**src/rtl/uart_pkg.sv**
```systemverilog
// uart_pkg: shared FSM state type, control-register bit positions and frame constants
package uart_pkg;

    typedef enum logic [2:0] {
        ST_IDLE,
        ST_START,
        ST_DATA,
        ST_STOP,
        ST_DONE
    } state_t;

    localparam int CTRL_SEND_BIT    = 0;
    localparam int CTRL_NEW_RX_BIT  = 1;
    localparam int DEFAULT_BAUD_DIV = 868;
    localparam int FRAME_BITS       = 10;

    function automatic logic [31:0] clear_send(input logic [31:0] ctrl);
        clear_send = ctrl & ~(32'd1 << CTRL_SEND_BIT);
    endfunction

endpackage

```
**src/rtl/module_uart_baud_counter.sv**
```systemverilog
// module_uart_baud_counter: counts 0..BAUD_DIV-1 and ticks for one cycle on the last count
module module_uart_baud_counter
    import uart_pkg::*;
#(
    parameter int BAUD_DIV = DEFAULT_BAUD_DIV
) (
    input  logic clk_i,
    input  logic rst_i,
    input  logic clear_i,
    output logic tick_o
);

    logic [15:0] r_count;

    assign tick_o = (r_count == 16'(BAUD_DIV - 1));

    always_ff @(posedge clk_i) begin
        if (rst_i || clear_i || tick_o)
            r_count <= 16'd0;
        else
            r_count <= r_count + 16'd1;
    end

endmodule

```
**src/rtl/module_fsm_uart_tx.sv**
```systemverilog
// module_fsm_uart_tx: 8N1 UART transmitter FSM that clears the SEND bit of the control register when a frame completes
module module_fsm_uart_tx
    import uart_pkg::*;
#(
    parameter int BAUD_DIV = DEFAULT_BAUD_DIV
) (
    input  logic        clk_i,
    input  logic        rst_i,
    input  logic [31:0] ctrl_i,
    input  logic [31:0] data_tx_i,
    output logic        tx_o,
    output logic        we_fsm_o,
    output logic [31:0] instruccion_fsm_o,
    output logic        busy_o
);

    state_t     r_state;
    logic [7:0] r_shift;
    logic [2:0] r_bit;
    logic       r_tx;
    logic       r_we;
    logic       r_busy;
    logic       w_tick;
    logic       w_clear;
    logic       w_unused_data;

    assign w_clear           = (r_state == ST_IDLE);
    assign w_unused_data     = ^data_tx_i[31:8];
    assign tx_o              = r_tx;
    assign we_fsm_o          = r_we;
    assign busy_o            = r_busy;
    assign instruccion_fsm_o = clear_send(ctrl_i);

    module_uart_baud_counter #(
        .BAUD_DIV(BAUD_DIV)
    ) u_baud (
        .clk_i  (clk_i),
        .rst_i  (rst_i),
        .clear_i(w_clear),
        .tick_o (w_tick)
    );

    always_ff @(posedge clk_i) begin
        if (rst_i) begin
            r_state <= ST_IDLE;
            r_shift <= 8'd0;
            r_bit   <= 3'd0;
            r_tx    <= 1'b1;
            r_we    <= 1'b0;
            r_busy  <= 1'b0;
        end else begin
            r_we <= 1'b0;
            case (r_state)
                ST_IDLE: begin
                    if (ctrl_i[CTRL_SEND_BIT]) begin
                        r_shift <= data_tx_i[7:0];
                        r_bit   <= 3'd0;
                        r_tx    <= 1'b0;
                        r_busy  <= 1'b1;
                        r_state <= ST_START;
                    end else begin
                        r_tx   <= 1'b1;
                        r_busy <= 1'b0;
                    end
                end
                ST_START: begin
                    if (w_tick) begin
                        r_tx    <= r_shift[0];
                        r_state <= ST_DATA;
                    end
                end
                ST_DATA: begin
                    if (w_tick) begin
                        r_shift <= r_shift >> 1;
                        r_bit   <= r_bit + 3'd1;
                        r_tx    <= (r_bit == 3'd7) ? 1'b1 : r_shift[1];
                        r_state <= (r_bit == 3'd7) ? ST_STOP : ST_DATA;
                    end
                end
                ST_STOP: begin
                    if (w_tick) begin
                        r_we    <= 1'b1;
                        r_state <= ST_DONE;
                    end
                end
                ST_DONE: begin
                    r_busy  <= 1'b0;
                    r_state <= ST_IDLE;
                end
                default: r_state <= ST_IDLE;
            endcase
        end
    end

endmodule

```
**config.mk**
```make
export PLATFORM = sky130hd
export DESIGN_NAME = module_fsm_uart_tx
export DESIGN_NICKNAME = d
export VERILOG_FILES = /design/src/rtl/uart_pkg.sv /design/src/rtl/module_uart_baud_counter.sv /design/src/rtl/module_fsm_uart_tx.sv
export SDC_FILE = /design/constraint.sdc
export NUM_CORES = 1
export LEC_CHECK = 0
export ABC_AREA = 1
export ABC_CLOCK_PERIOD_IN_PS = 1700
export CORE_MARGIN = 2
export CORE_UTILIZATION = 40
export CTS_CLUSTER_SIZE = 28
export DETAILED_ROUTE_END_ITERATION = 10
export PLACE_DENSITY = 0.81
export SYNTH_ARGS = -nofsm -noshare
export SYNTH_HDL_FRONTEND = slang
export SYNTH_SLANG_ARGS = --single-unit
```
**constraint.sdc**
```tcl
create_clock -name clk_i -period 1.7 [get_ports clk_i]
set_clock_uncertainty 0.05 [all_clocks]
set_input_delay 0.17 -clock clk_i [delete_from_list [all_inputs] [get_ports clk_i]]
set_output_delay 0.17 -clock clk_i [all_outputs]
set_load 0.03 [all_outputs]
```
==> flow_summary.ini, run 1 <==
[power_and_ir_drop]
clkPwrFrac_pct = 35.8
power.total_mw = 1.60
p_seq_share_pct = 51.6
p_switching_mw = 0.405
switching_share_pct = 25.3
p_per_area_nw_per_um2 = 779
share_comb_of_total_power_pct = 12.6
internal_power_mw = 1.20
p_leak_nw = 0.831
ir_drop_mv = 0.420

[floorplan]
die-width_um = 73.2
pin_count = 101
fp.dieH_um = 73.2
die-area_um2 = 5360
initial_core_util_pct = 41.1
core_region_area_um2 = 4660
fp-row-count = 25

[drt]
vias_per_cell = 4.72
wl_um = 3480
antenna_left = 0
drc = 0
first_pass_iters = 4
wl_per_cell_um = 10.6
drt_iter0_markers = 85
dr_total_vias = 1545

[worst_hold_path]
hold_depth = 0
worst_hold_startpoint = ctrl_i[10]
min_to = instruccion_fsm_o[10]
hold_class = in -> out

[layout]
finish.instance_area_um2 = 2050
fin_nets = 341
multiInputGateArea_um2 = 878
utilization_pct = 44.1
drive_above_1_share_pct = 13.9
instances_no_fill = 327
diodes = 0
register_area_um2 = 663
area_delta_synth_final_pct = 7.18
fillCellCount = 448

[synthesis]
synth-warning-count = 0
yosysTopAreaCellShare_pct = 34.5
yosys-top-cells-area = dfxtp_1, nand2_1, buf_4
yosysUniqueCellTypes = 26
synth.yosys.seq_area_share_pct = 34.5
avgSynthCellArea_um2 = 6.90
syn_nets = 347
syn_inst = 278
synth_top_area_cell = dfxtp_1
ys_seq_elements = 33
syn_area_um2 = 1920

[place]
port_buffers = 13
dp_slack_ns = 0.0848
place_inst = 313
place_hpwl_um = 2420
place_congestion = 0.826
place_area_um2 = 1880

[worst_setup_path]
worstReg2RegStart = u_baud.r_count[0]
crit_path_end_kind = flop
cp.arrival_ns = 1.78
critPathKind = reg -> reg
r2r-end = r_shift[6]
rrSetupSlack_ns = 0.05
required_ns = 1.83
start_kind = flop
ff2ff_path_depth = 11
crit_fanout = 5

[cts]
clkTransAtPathRegs_ns = 0.06
cts_made_buffers = 5
root_buffer = clkbuf_8
cts_tree = yes
clock_sinks = 33
clock_path_buffers = 2
htree_levels = 2
insertion_delay_ns = 0.29

[global_route]
grt-ovfl-total = 0
antenna_found_initial = 0
track_usage_pct = 13.3
grt_pass1_vias = 1354
grt_first_pass_wirelength_um = 5510
grt_max_degree = 21

[timing]
finalCritPeriodShare_pct = 96.9
drv_slew = 0
fin_crit_ns = 1.65
setup_tns_ns = 0
fin_hold_ws_ns = 0.290
setup_violations = 0
fmax_mhz = 607
finalHoldViolations = 0
layout_setup_ws_ns = 0.0534

[flow_run]
maxCapViolations = 0

[status]
status = finished clean
==> how the worst max path moves through the flow <==
stage / startpoint / to / slack, ns / cells after the start
6_report: u_baud.r_count[0] / r_shift[6] / 0.05 / 11
5_1_grt: u_baud.r_count[0] / r_shift[6] / -0.07 / 11
2_1_floorplan: u_baud.r_count[0] / r_bit[0] / 0.29 / 11
3_5_place_dp: u_baud.r_count[0] / r_shift[3] / 0.08 / 11
3_3_place_gp: u_baud.r_count[0] / r_shift[3] / 0.12 / 11
4_1_cts: u_baud.r_count[0] / r_shift[3] / 0.07 / 11
==> state kept, by name, indices dropped and copies added, names as in the netlist <==
register / flops
r_bit: 3
busy_o: 1
r_state: 3
u_baud.r_count: 16
r_shift: 8
we_fsm_o: 1
tx_o: 1
==> layer usage <==
metal / global-route usage [%] / routed length, µm / vias to the layer above
li1: - / - / 823
met4: 8.02 / 63 / 0
met3: 5.25 / 183 / 11
met5: 0 / 0 / -
met1: 15.7 / 1600 / 686
met2: 20.1 / 1630 / 25
==> cell type report <==
type | count | share of cell area, %
inverters | 28 | 5.12
well taps | 54 | 3.29
repair buffers | 24 | 12.7
clock buffers | 8 | 3.90
flip-flops and latches | 33 | 32.3
multi-input cells | 180 | 42.8
==> critical path: stages (launching register included) <==
cell       delay [ns]
dfxtp_2          0.34
ha_2             0.18
inv_1            0.05
nor2_2           0.15
nand2_2          0.08
nor2_4           0.15
nand3_2          0.12
nand2_4          0.13
clkbuf_16        0.15
nand2_1          0.05
nand2_1          0.06
nor2_1           0.04
==> logic make-up (layout without fill, tap and decap cells) <==
group                      count (synthesis)  count (layout)  synth area share (%)
AOI/OAI and AO/OA                         16              16                  4.31
xor gates and xnor gates                   5               5                  2.29
DFF                                       33              33                  34.5
buffers and inverters                     65              60                  20.4
adders and majority gates                  3               3                  1.96
other                                      1               1                 0.196
and+or+nand+nor                          155             155                  36.4
==> synthesized netlist by cell type <==
library cell,number
a21oi_1,13
buf_1,1
buf_4,33
buf_6,3
conb_1,1
dfxtp_1,33
ha_1,3
inv_1,24
inv_2,4
nand2_1,71
nand2_2,3
nand3_1,17
nand3_2,1
nand3_4,2
nand4_1,6
nor2_1,41
nor2_2,2
nor2_4,1
nor3_1,7
nor3_2,2
o211ai_1,1
o21ai_0,1
o21ai_1,1
or2_2,2
xnor2_1,2
xor2_1,3
==> power groups by stage <==
stage	combinational, mW	clock (mW)	sequential (mW)
5_1_grt	0.228	0.612	0.829
2_1_floorplan	0.253	0	0.847
4_1_cts	0.178	0.587	0.825
3_5_place_dp	0.177	0	0.842
6_report	0.202	0.573	0.825
3_3_place_gp	0.173	0	0.841
==> cells in the final DEF (no fill, tap or decap), drive strengths merged <==
cell	count
nor3	9
xor2	3
xnor2	2
o21ai	2
buf	9
inv	28
or2	2
a21oi	13
nand2	74
nor2	44
o211ai	1
dfxtp	33
ha	3
nand3	20
conb	1
clkbuf	10
nand4	6
clkdlybuf4s50	13
==> what timing repair did <==
item / CTS / global route
resized for setup: 0 / 6
endpoints found under the setup margin: 0 / 10
buffers inserted: 0 / 4
hold buffers: 0 / 0
No activity file was read; power rests on OpenSTA's default activity.
==> run 2: changes to the inputs <==
--- a/config.mk
+++ b/config.mk
@@ -6,12 +6,13 @@
 export NUM_CORES = 1
 export LEC_CHECK = 0
 export ABC_AREA = 1
-export ABC_CLOCK_PERIOD_IN_PS = 1700
+export ABC_CLOCK_PERIOD_IN_PS = 1850
 export CORE_MARGIN = 2
 export CORE_UTILIZATION = 40
 export CTS_CLUSTER_SIZE = 28
 export DETAILED_ROUTE_END_ITERATION = 10
 export PLACE_DENSITY = 0.81
+export RECOVER_POWER = 50
 export SYNTH_ARGS = -nofsm -noshare
 export SYNTH_HDL_FRONTEND = slang
 export SYNTH_SLANG_ARGS = --single-unit
==> constraint.sdc (replaced) <==
create_clock -name clk_i -period 1.85 [get_ports clk_i]
set_clock_uncertainty 0.05 [all_clocks]
set_input_delay 0.185 -clock clk_i [delete_from_list [all_inputs] [get_ports clk_i]]
set_output_delay 0.185 -clock clk_i [all_outputs]
set_load 0.03 [all_outputs]
==> run 2 against run 1 <==
Routed wire length decreased by 2.9%. Global-route usage increased by 0.66 points. Total power increased by 1.4%. Flip-flop and latch count unchanged. Sequential power decreased by 8.2%. Hold slack improved by 0.030 ns. Critical endpoint is now r_shift[4].
==> flow_summary.ini, run 2 (synthesis results as in run 1) <==
[status]
status = finished clean

[place]
place_congestion = 0.834
place_area_um2 = 1840
port_buffers = 13
place_hpwl_um = 2430
dp_slack_ns = 0.128

[cts]
cts_made_buffers = 5
root_buffer = clkbuf_8
insertion_delay_ns = 0.29
cts_tree = yes
cts_hold_buf = 0
clock_sinks = 33
htree_levels = 2
clkTransAtPathRegs_ns = 0.07
clock_path_buffers = 2

[global_route]
antenna_found_initial = 0
grt_max_degree = 21
grt-ovfl-total = 0
grt_first_pass_wirelength_um = 5840
grt_pass1_vias = 1422
track_usage_pct = 13.9

[layout]
largest_register = u_baud.r_count
final_common_cell = nand2_1
diodes = 0
drive_above_1_share_pct = 9.85
fin_nets = 332
utilization_pct = 42.2
area_delta_synth_final_pct = 2.55
final_cell_mix = nand2_1, nor2_1, dfxtp_1
largest_register_ffs = 16
finish.instance_area_um2 = 1970
top_regs = u_baud.r_count (16), r_shift (8)

[worst_setup_path]
ff2ff_path_depth = 10
rrSetupSlack_ns = 0.23
critPathLaunch = u_baud.r_count[0]
worstReg2RegStart = u_baud.r_count[0]
cp.arrival_ns = 1.76
path_cells = ha_1 -> inv_1 -> nor2_1 -> nand2_1 -> nor2_4 -> nand3_2 -> nand2_4 -> nand2_1 -> nand2_1 -> nor2_1
critPathKind = reg -> reg
path_buf_inv = 1
crit_family = simple AND/OR/NAND/NOR gates
r2r-end = r_shift[4]
cpPeakStageDelay_ns = 0.35
required_ns = 1.99
cp-endpoint = r_shift[4]
crit_path_end_kind = flop
worst_path_most_repeated_cell = nand2_1
start_kind = flop
crit_fanout = 20
crit_slowest_cell = dfxtp_1
cp.depth = 10

[timing]
fmax_mhz = 617
fin_crit_ns = 1.62
setup_tns_ns = 0
setup_violations = 0
drv_slew = 0
rsz0062_at_grt = false
layout_setup_ws_ns = 0.230
finalHoldViolations = 0
finalCritPeriodShare_pct = 87.6

[floorplan]
initial_core_util_pct = 41.1
pin_count = 101
fp-row-count = 25
die-area_um2 = 5360
core_region_area_um2 = 4660
die-width_um = 73.2
fp.dieH_um = 73.2

[power_and_ir_drop]
p_per_area_nw_per_um2 = 825
p_leak_nw = 0.789
power.total_mw = 1.62
ir_drop_mv = 0.461

[drt]
dr_total_vias = 1547
wl_per_cell_um = 10.6
first_pass_iters = 4
wl_um = 3380
drt_iter0_markers = 145
vias_per_cell = 4.86
antenna_left = 0
drc = 0

[worst_hold_path]
hold_class = in -> out

[flow_run]
maxCapViolations = 0
run 2: changes by cell type in the layout (fill, tap and decap cells not counted), moves of 2 or more:
| cell | change |
|---|---|
| clkbuf_1 | -2 |
| dfxtp_1 | +2 |
| dfxtp_2 | -2 |
| buf_4 | -6 |
| clkbuf_16 | -2 |
run 2: stage by stage:
stage                     std cells  hold slack (ns)
after global placement          310            0.320
after global routing            318            0.320
after detailed placement        310            0.320
after floorplan                 278            0.204
final                           318            0.320
after CTS                       318            0.320
run 2: worst min path at each step:
| stage | startpoint | to | slack [ns] | cells after the start |
|---|---|---|---|---|
| 5_1_grt | ctrl_i[28] | instruccion_fsm_o[28] | 0.32 | 0 |
| 3_5_place_dp | ctrl_i[15] | instruccion_fsm_o[15] | 0.32 | 0 |
| 3_3_place_gp | ctrl_i[15] | instruccion_fsm_o[15] | 0.32 | 0 |
| 4_1_cts | ctrl_i[15] | instruccion_fsm_o[15] | 0.32 | 0 |
| 6_report | ctrl_i[10] | instruccion_fsm_o[10] | 0.32 | 0 |
| 2_1_floorplan | rst_i | busy_o | 0.20 | 1 |
run 2: worst reg2reg max path, cell delays in order (launching register included):
cell     delay (ns)
dfxtp_1        0.35
ha_1           0.18
inv_1          0.06
nor2_1         0.13
nand2_1        0.11
nor2_4         0.15
nand3_2        0.11
nand2_4        0.19
nand2_1        0.08
nand2_1        0.07
nor2_1         0.04
run 2: power by group:
part           switching, mW  internal, mW
registers             0.0178         0.740
clock network          0.273         0.439
logic                 0.0883        0.0649
run 2: layout make-up:
cell class	count	area [µm²]
Sequential cell	33	661
Clock inverter	1	30.0
Multi-Input combinational cell	180	871
Fill cell	456	2700
Timing Repair Buffer	15	145
Clock buffer	7	86.3
Inverter	28	105
Tap cell	54	67.6
run 2: what timing repair did:
action | 4_1_cts | 5_1_grt
hold endpoints to repair | 0 | 0
endpoints found under the setup margin | 0 | 9
setup buffers | 0 | 0
resized for setup | 0 | 1
run 2: routing by layer:
layer	vias up	global-route usage, %	share of wire [%]
met5	-	0	0
met4	0	7.41	2.1
met3	14	4.70	6.8
met2	45	21.1	44
met1	682	17.3	47
li1	806	-	-
